[config.mk]
export PLATFORM = sky130hd
export DESIGN_NAME = dma_rd_engine
export DESIGN_NICKNAME = d
export VERILOG_FILES = /design/src/rtl/dma_pkg.sv /design/src/rtl/dma_sync_fifo.sv /design/src/rtl/dma_rd_engine.sv
export SDC_FILE = /design/constraint.sdc
export NUM_CORES = 1
export LEC_CHECK = 0
export BUFFER_PORTS_ARGS = -buffer_cell sky130_fd_sc_hd__buf_4
export CAP_MARGIN = 20
export CELL_PAD_IN_SITES_DETAIL_PLACEMENT = 1
export CELL_PAD_IN_SITES_GLOBAL_PLACEMENT = 2
export CORE_MARGIN = 4
export CORE_UTILIZATION = 38
export CTS_BUF_LIST = sky130_fd_sc_hd__clkbuf_16
export DETAILED_ROUTE_END_ITERATION = 10
export PLACE_DENSITY = 0.86
export REMOVE_ABC_BUFFERS = 1
export SLEW_MARGIN = 0
export SYNTH_ARGS = -nofsm -noshare
export SYNTH_HDL_FRONTEND = slang
export SYNTH_SLANG_ARGS = --single-unit
[constraint.sdc]
create_clock -name clk -period 4.6 [get_ports clk]
set_input_delay 0.46 -clock clk [delete_from_list [all_inputs] [get_ports clk]]
set_output_delay 0.46 -clock clk [all_outputs]
set_load 0.02 [all_outputs]
[src/rtl/dma_pkg.sv]
// Shared types and helpers for the DMA read/write engines.
package dma_pkg;

  typedef enum logic [1:0] {
    IDLE  = 2'd0,
    ISSUE = 2'd1,
    DRAIN = 2'd2,
    DONE  = 2'd3
  } state_t;

  // Counter width that can hold the value depth itself, not just depth-1.
  function automatic int cnt_width(input int depth);
    return $clog2(depth) + 1;
  endfunction

  // True when every address bit below one beat is zero.
  function automatic logic beat_aligned(input logic [63:0] value, input int bytes);
    return (value & (64'(bytes) - 64'd1)) == 64'd0;
  endfunction

endpackage

[src/rtl/dma_sync_fifo.sv]
// First-word-fall-through synchronous FIFO with occupancy count.
module dma_sync_fifo
  import dma_pkg::*;
#(
  parameter int DATA_W = 32,
  parameter int DEPTH  = 4,
  localparam int PTR_W = $clog2(DEPTH),
  localparam int CNT_W = cnt_width(DEPTH)
) (
  input  logic              clk,
  input  logic              rst,
  input  logic              push,
  input  logic [DATA_W-1:0] push_data,
  input  logic              pop,
  output logic [DATA_W-1:0] head_data,
  output logic              empty,
  output logic [CNT_W-1:0]  count
);

  logic [DATA_W-1:0] mem [DEPTH];
  logic [PTR_W-1:0]  wr_ptr;
  logic [PTR_W-1:0]  rd_ptr;
  logic              full;
  logic              do_push;
  logic              do_pop;

  assign full      = (count == CNT_W'(DEPTH));
  assign empty     = (count == '0);
  assign do_pop    = pop && !empty;
  assign do_push   = push && (!full || do_pop);
  assign head_data = mem[rd_ptr];

  // NOTE: storage is not reset; the pointers and count alone decide which entries are valid.
  always_ff @(posedge clk) begin
    if (do_push) mem[wr_ptr] <= push_data;
  end

  // NOTE: clocked state uses non-blocking assignments so every register samples pre-edge values.
  always_ff @(posedge clk or posedge rst) begin
    if (rst) begin
      wr_ptr <= '0;
      rd_ptr <= '0;
      count  <= '0;
    end else begin
      if (do_push) wr_ptr <= wr_ptr + PTR_W'(1);
      if (do_pop)  rd_ptr <= rd_ptr + PTR_W'(1);
      count <= count + CNT_W'(do_push) - CNT_W'(do_pop);
    end
  end

endmodule

[src/rtl/dma_rd_engine.sv]
// DMA read engine: credit-limited request issue, in-order response buffering,
// and a valid/ready output stream with last-beat marker.
module dma_rd_engine
  import dma_pkg::*;
#(
  parameter int ADDR_W    = 32,
  parameter int DATA_W    = 32,
  parameter int LEN_W     = 16,
  parameter int MAX_OUTST = 4
) (
  input  logic              clk,
  input  logic              rst,
  input  logic              start,
  input  logic [ADDR_W-1:0] src_addr,
  input  logic [LEN_W-1:0]  len_beats,
  input  logic [ADDR_W-1:0] stride,
  output logic              busy,
  output logic              done,
  output logic              err,
  output logic [ADDR_W-1:0] mem_rd_addr,
  output logic              mem_rd_valid,
  input  logic              mem_rd_ready,
  input  logic [DATA_W-1:0] mem_rsp_data,
  input  logic              mem_rsp_valid,
  output logic [DATA_W-1:0] out_data,
  output logic              out_valid,
  input  logic              out_ready,
  output logic              out_last
);

  localparam int BYTES = DATA_W / 8;
  localparam int CNT_W = cnt_width(MAX_OUTST);
  localparam int OCC_W = CNT_W + 1;

  state_t            state;
  state_t            state_nxt;
  logic [LEN_W-1:0]  issue_left;
  logic [LEN_W-1:0]  rcv_left;
  logic [LEN_W-1:0]  pop_left;
  logic [ADDR_W-1:0] stride_q;
  logic [CNT_W-1:0]  in_flight;
  logic [CNT_W-1:0]  fifo_count;
  logic              fifo_empty;
  logic              cmd_ok;
  logic              accept_cmd;
  logic              req_fire;
  logic              rsp_accept;
  logic              pop;
  logic              last_req;
  logic              last_pop;
  logic [OCC_W-1:0]  occ_next;
  logic              req_valid_nxt;

  assign cmd_ok     = (len_beats != '0) && beat_aligned(64'(src_addr), BYTES)
                      && beat_aligned(64'(stride), BYTES);
  assign accept_cmd = (state == IDLE) && start && cmd_ok;
  assign req_fire   = mem_rd_valid && mem_rd_ready;
  assign rsp_accept = mem_rsp_valid && (in_flight != '0);
  assign pop        = out_valid && out_ready;
  assign last_req   = req_fire && (issue_left == LEN_W'(1));
  assign last_pop   = pop && (pop_left == LEN_W'(1));

  // Occupancy after this edge; a response only moves a beat from in_flight to the FIFO.
  assign occ_next = OCC_W'(in_flight) + OCC_W'(fifo_count) + OCC_W'(req_fire) - OCC_W'(pop);

  assign busy      = (state != IDLE);
  assign done      = (state == DONE);
  assign out_valid = !fifo_empty;
  assign out_last  = out_valid && (pop_left == LEN_W'(1));

  // NOTE: defaults are assigned first so every path drives the outputs and no latch is inferred.
  always_comb begin
    state_nxt     = state;
    req_valid_nxt = 1'b0;
    case (state)
      IDLE:  if (accept_cmd) state_nxt = ISSUE;
      ISSUE: begin
        if (last_req) begin
          state_nxt = DRAIN;
        end else if (mem_rd_valid && !mem_rd_ready) begin
          req_valid_nxt = 1'b1;
        end else begin
          req_valid_nxt = (occ_next < OCC_W'(MAX_OUTST));
        end
      end
      DRAIN: if (last_pop) state_nxt = DONE;
      DONE:  state_nxt = IDLE;
      default: state_nxt = IDLE;
    endcase
  end

  always_ff @(posedge clk or posedge rst) begin
    if (rst) begin
      state        <= IDLE;
      mem_rd_valid <= 1'b0;
      mem_rd_addr  <= '0;
      err          <= 1'b0;
      issue_left   <= '0;
      rcv_left     <= '0;
      pop_left     <= '0;
      stride_q     <= '0;
      in_flight    <= '0;
    end else begin
      state        <= state_nxt;
      mem_rd_valid <= req_valid_nxt;
      err          <= (state == IDLE) && start && !cmd_ok;
      in_flight    <= in_flight + CNT_W'(req_fire) - CNT_W'(rsp_accept);
      if (accept_cmd) begin
        mem_rd_addr <= src_addr;
        issue_left  <= len_beats;
        rcv_left    <= len_beats;
        pop_left    <= len_beats;
        stride_q    <= stride;
      end else begin
        if (req_fire) begin
          mem_rd_addr <= mem_rd_addr + stride_q;
          issue_left  <= issue_left - LEN_W'(1);
        end
        if (rsp_accept) rcv_left <= rcv_left - LEN_W'(1);
        if (pop)        pop_left <= pop_left - LEN_W'(1);
      end
    end
  end

  dma_sync_fifo #(
    .DATA_W (DATA_W),
    .DEPTH  (MAX_OUTST)
  ) u_rsp_fifo (
    .clk       (clk),
    .rst       (rst),
    .push      (rsp_accept),
    .push_data (mem_rsp_data),
    .pop       (pop),
    .head_data (out_data),
    .empty     (fifo_empty),
    .count     (fifo_count)
  );

  rsp_needs_request: assert property (@(posedge clk) disable iff (rst)
    mem_rsp_valid |-> (in_flight != '0 && rcv_left != '0));

endmodule

==> impl_metrics.tcl <==
set metrics [dict create \
    slowest_delay_ns 0.44 \
    core_um2 29800 \
    hold_slack_ns 0.1157 \
    ys_seq_area_share_pct 57.25 \
    period_needed_ns 3.423 \
    grt_usage_pct 18.47 \
    slew_headroom_pct 49.47 \
    io_pins 188 \
    initial_core_util_pct 38.67 \
    final.period_utilization_pct 74.40 \
    crit_path_start_kind "flip-flop" \
    drive_above_1_share_pct 24.54 \
    rows 63 \
    cts_tree "done" \
    crit_arrival_ns 2.96 \
    worst_pin_slew_ns 0.7481 \
    num-fill-cells 3216 \
    required_ns 4.14 \
    ant_nets 0 \
    die_h_um 182.1 \
    setup_viol 0 \
    n_antenna_cell 0 \
    finClkSkew_ns 0.01012 \
    synth_ff_type "edfxtp_1" \
    area_growth_pct 24.12 \
    synth_cell_types 65 \
    wl_per_cell_um 19.70 \
    leakage_nw 6.107 \
    ys_warn_count 0 \
    status "finished clean" \
    routed_wl_um 31130 \
    drv_cap 0 \
    grt_pass1_vias 8901 \
    htreeDepth 1 \
    post-route-drc-count 0 \
    powerDensity_nw_per_um2 657.9 \
    pre_cts_ws_ns 1.381 \
    antenna_found_initial 0 \
    gr-total-overflow 0 \
    rsz0062_at_grt "no" \
    path_delay_family "simple AND/OR/NAND/NOR gates" \
    synth_area_um2 11520 \
    hold_violations 0 \
    die_area_um2 33170 \
    ir_worst_vdd_uv 308.1 \
    post_cts_buffers 0 \
    viasPerCell 5.263 \
    drt_iter0_markers 475 \
    crit_type "flip-flop to primary output" \
    gp_congestion 0.7726 \
    cp_max_fo 4 \
    vias 8316 \
    syn_inst 980 \
    endpoint_kind "primary output" \
    fmax_ghz 0.2922 \
    hp-class "input port to flip-flop" \
    grt_max_degree 76 \
    finalNonFillerCells 1580 \
    synthArstFlopShare_pct 46.22 \
    synth_enable_flop_cells 128 \
    slew_viol_final 0 \
    cp_cell_sequence "or3_4, or4_4, nor3_2, nand2b_1, or2_4, nor4b_1, buf_4" \
    port_buffers 187 \
    root_buffer "clkbuf_16" \
    layout_setup_ws_ns 1.177 \
    post_cts_resized 0 \
    drtPass1Iterations 5 \
    grt_pass1_wl_um 49720 \
    placed_cells 1528 \
    slowest_stage "or4_4" \
    clk_latency_ns 0.53 \
    fp.dieW_um 182.1 \
    clock_path_buffers 3 \
    clk_pin_slew_ns 0.07 \
    nets 1343 \
    syn_area_per_cell_um2 11.76 \
    cts-buffers-inserted 27 \
    hpwl_um 22050 \
    critPathBufInv 1 \
    fin_setup_tns_ns 0 \
    synth-seq-cells 238 \
    cts.sinks 238 \
]
[layout make-up]
class	count	area, um^2	area share (%)
sequential	238	6598	46.14
timing repair buffer	202	1551	10.85
clock inverter	23	197.7	1.382
multi-input combinational	659	4633	32.40
clock buffer	27	675.6	4.725
inverter	41	156.4	1.094
tap	390	488.0	3.412
[final timing paths]
kind	cells past startpoint	start	end	slack, ns
setup / recovery	7	pop_left[4]	out_last	1.18
hold / removal	3	stride[19]	stride_q[19]	0.12
setup reg to reg	11	mem_rd_addr[0]	mem_rd_addr[30]	1.31
hold reg to reg	2	stride_q[5]	stride_q[5]	0.48
max in group asynchronous	4	rst	stride_q[12]	3.51
min in group asynchronous	3	rst	issue_left[6]	0.37
[registers in the layout, summed over array words and instances (netlist names)]
register,count
mem_rd_addr,32
u_rsp_fifo.count,3
in_flight,3
state,2
stride_q,32
pop_left,16
issue_left,16
u_rsp_fifo.rd_ptr,2
mem_rd_valid,1
u_rsp_fifo.wr_ptr,2
u_rsp_fifo.mem,128
err,1
[tightest hold or removal path, stage by stage]
cell,delay [ns]
buf_4,0.08
nand2_1,0.04
nand2_1,0.04
[metal layers]
metal	GRT usage (%)	vias up	part of all wire, %
li1	-	3929	-
met4	3.002	0	1.3
met3	3.349	30	5.6
met5	0	-	0
met1	25.24	4160	45
met2	31.54	197	49
[cells in the final DEF (no fill, tap or decap), types with 7 or more instances in the layout]
master     synthesis  final
edfxtp_1         128    128
a21o_1            14     14
nand4_1            7      7
nor2_1            66     65
xnor2_1           38     38
o21a_1             7      7
nand3_1           17     16
a31oi_1           17     17
and3_1            18     18
a21oi_1           80     80
ha_1              53     53
nand2_1          144    144
mux4_2            32     32
inv_1             39     44
clkbuf_16          0     27
xor2_1            15     15
nor3_1            18     18
nor4_1             8      8
dfrtp_1          110    109
buf_4              0    199
o21ai_0           37     37
[where the power goes]
part	leakage, nW	switching [mW]	internal (mW)	total, mW
logic	3.11	2.16	1.73	3.89
registers	2.55	0.470	2.94	3.41
clock network	0.443	0.870	1.24	2.11
total	6.11	3.50	5.91	9.41
[synth_stat cells, drive strengths merged, types with 3 or more instances]
master	count	share of area (%)
mux2i	4	0.35
clkbuf	37	1.2
o22ai	3	0.16
or3	4	0.26
nor3b	3	0.20
nor2	66	2.2
or2	6	0.35
a31oi	17	0.92
buf	5	0.16
a211oi	3	0.20
nand2b	4	0.22
fa	3	0.52
xor2	15	1.1
nand3b	6	0.39
nor4	9	0.54
and3	18	0.98
nand3	17	0.74
nor2b	6	0.33
nand4	7	0.38
a21boi	3	0.20
dfrtp	110	24
ha	53	5.8
nand2	144	4.7
a21oi	80	3.5
or4	4	0.29
o21bai	4	0.26
a21o	14	0.91
o21a	7	0.46
xnor2	38	2.9
inv	40	1.3
and2	5	0.27
nor3	19	0.87
edfxtp	128	33
o21ai	37	1.6
mux4	32	6.3
[kinds of logic after synthesis]
| kind of cell | Yosys count | synth area share, % |
|---|---|---|
| AND/OR/NAND/NOR | 320 | 12.80 |
| flip-flops | 238 | 57.25 |
| AO/OA/AOI/OAI | 193 | 10.20 |
| buffers and inverters | 83 | 2.704 |
| adder cells (fa/ha/maj) | 56 | 6.277 |
| XOR/XNOR | 53 | 4.029 |
| multiplexers | 37 | 6.733 |
[metrics by stage]
stage / area, um^2 / util [%] / total power, mW
after floorplan: 11360 / - / 5.955
after global placement: 13390 / 44.94 / 7.215
after detailed placement: 13390 / 44.94 / 7.385
after CTS: 14260 / 47.87 / 9.541
after global routing: 14300 / 47.99 / 10.08
final: 14300 / 47.99 / 9.408
[what timing repair did]
item	4_1_cts	5_1_grt
endpoints found under the hold margin	0	5
setup endpoints to repair	0	0
hold buffers	0	1
No activity file was read; power rests on OpenSTA's default activity.
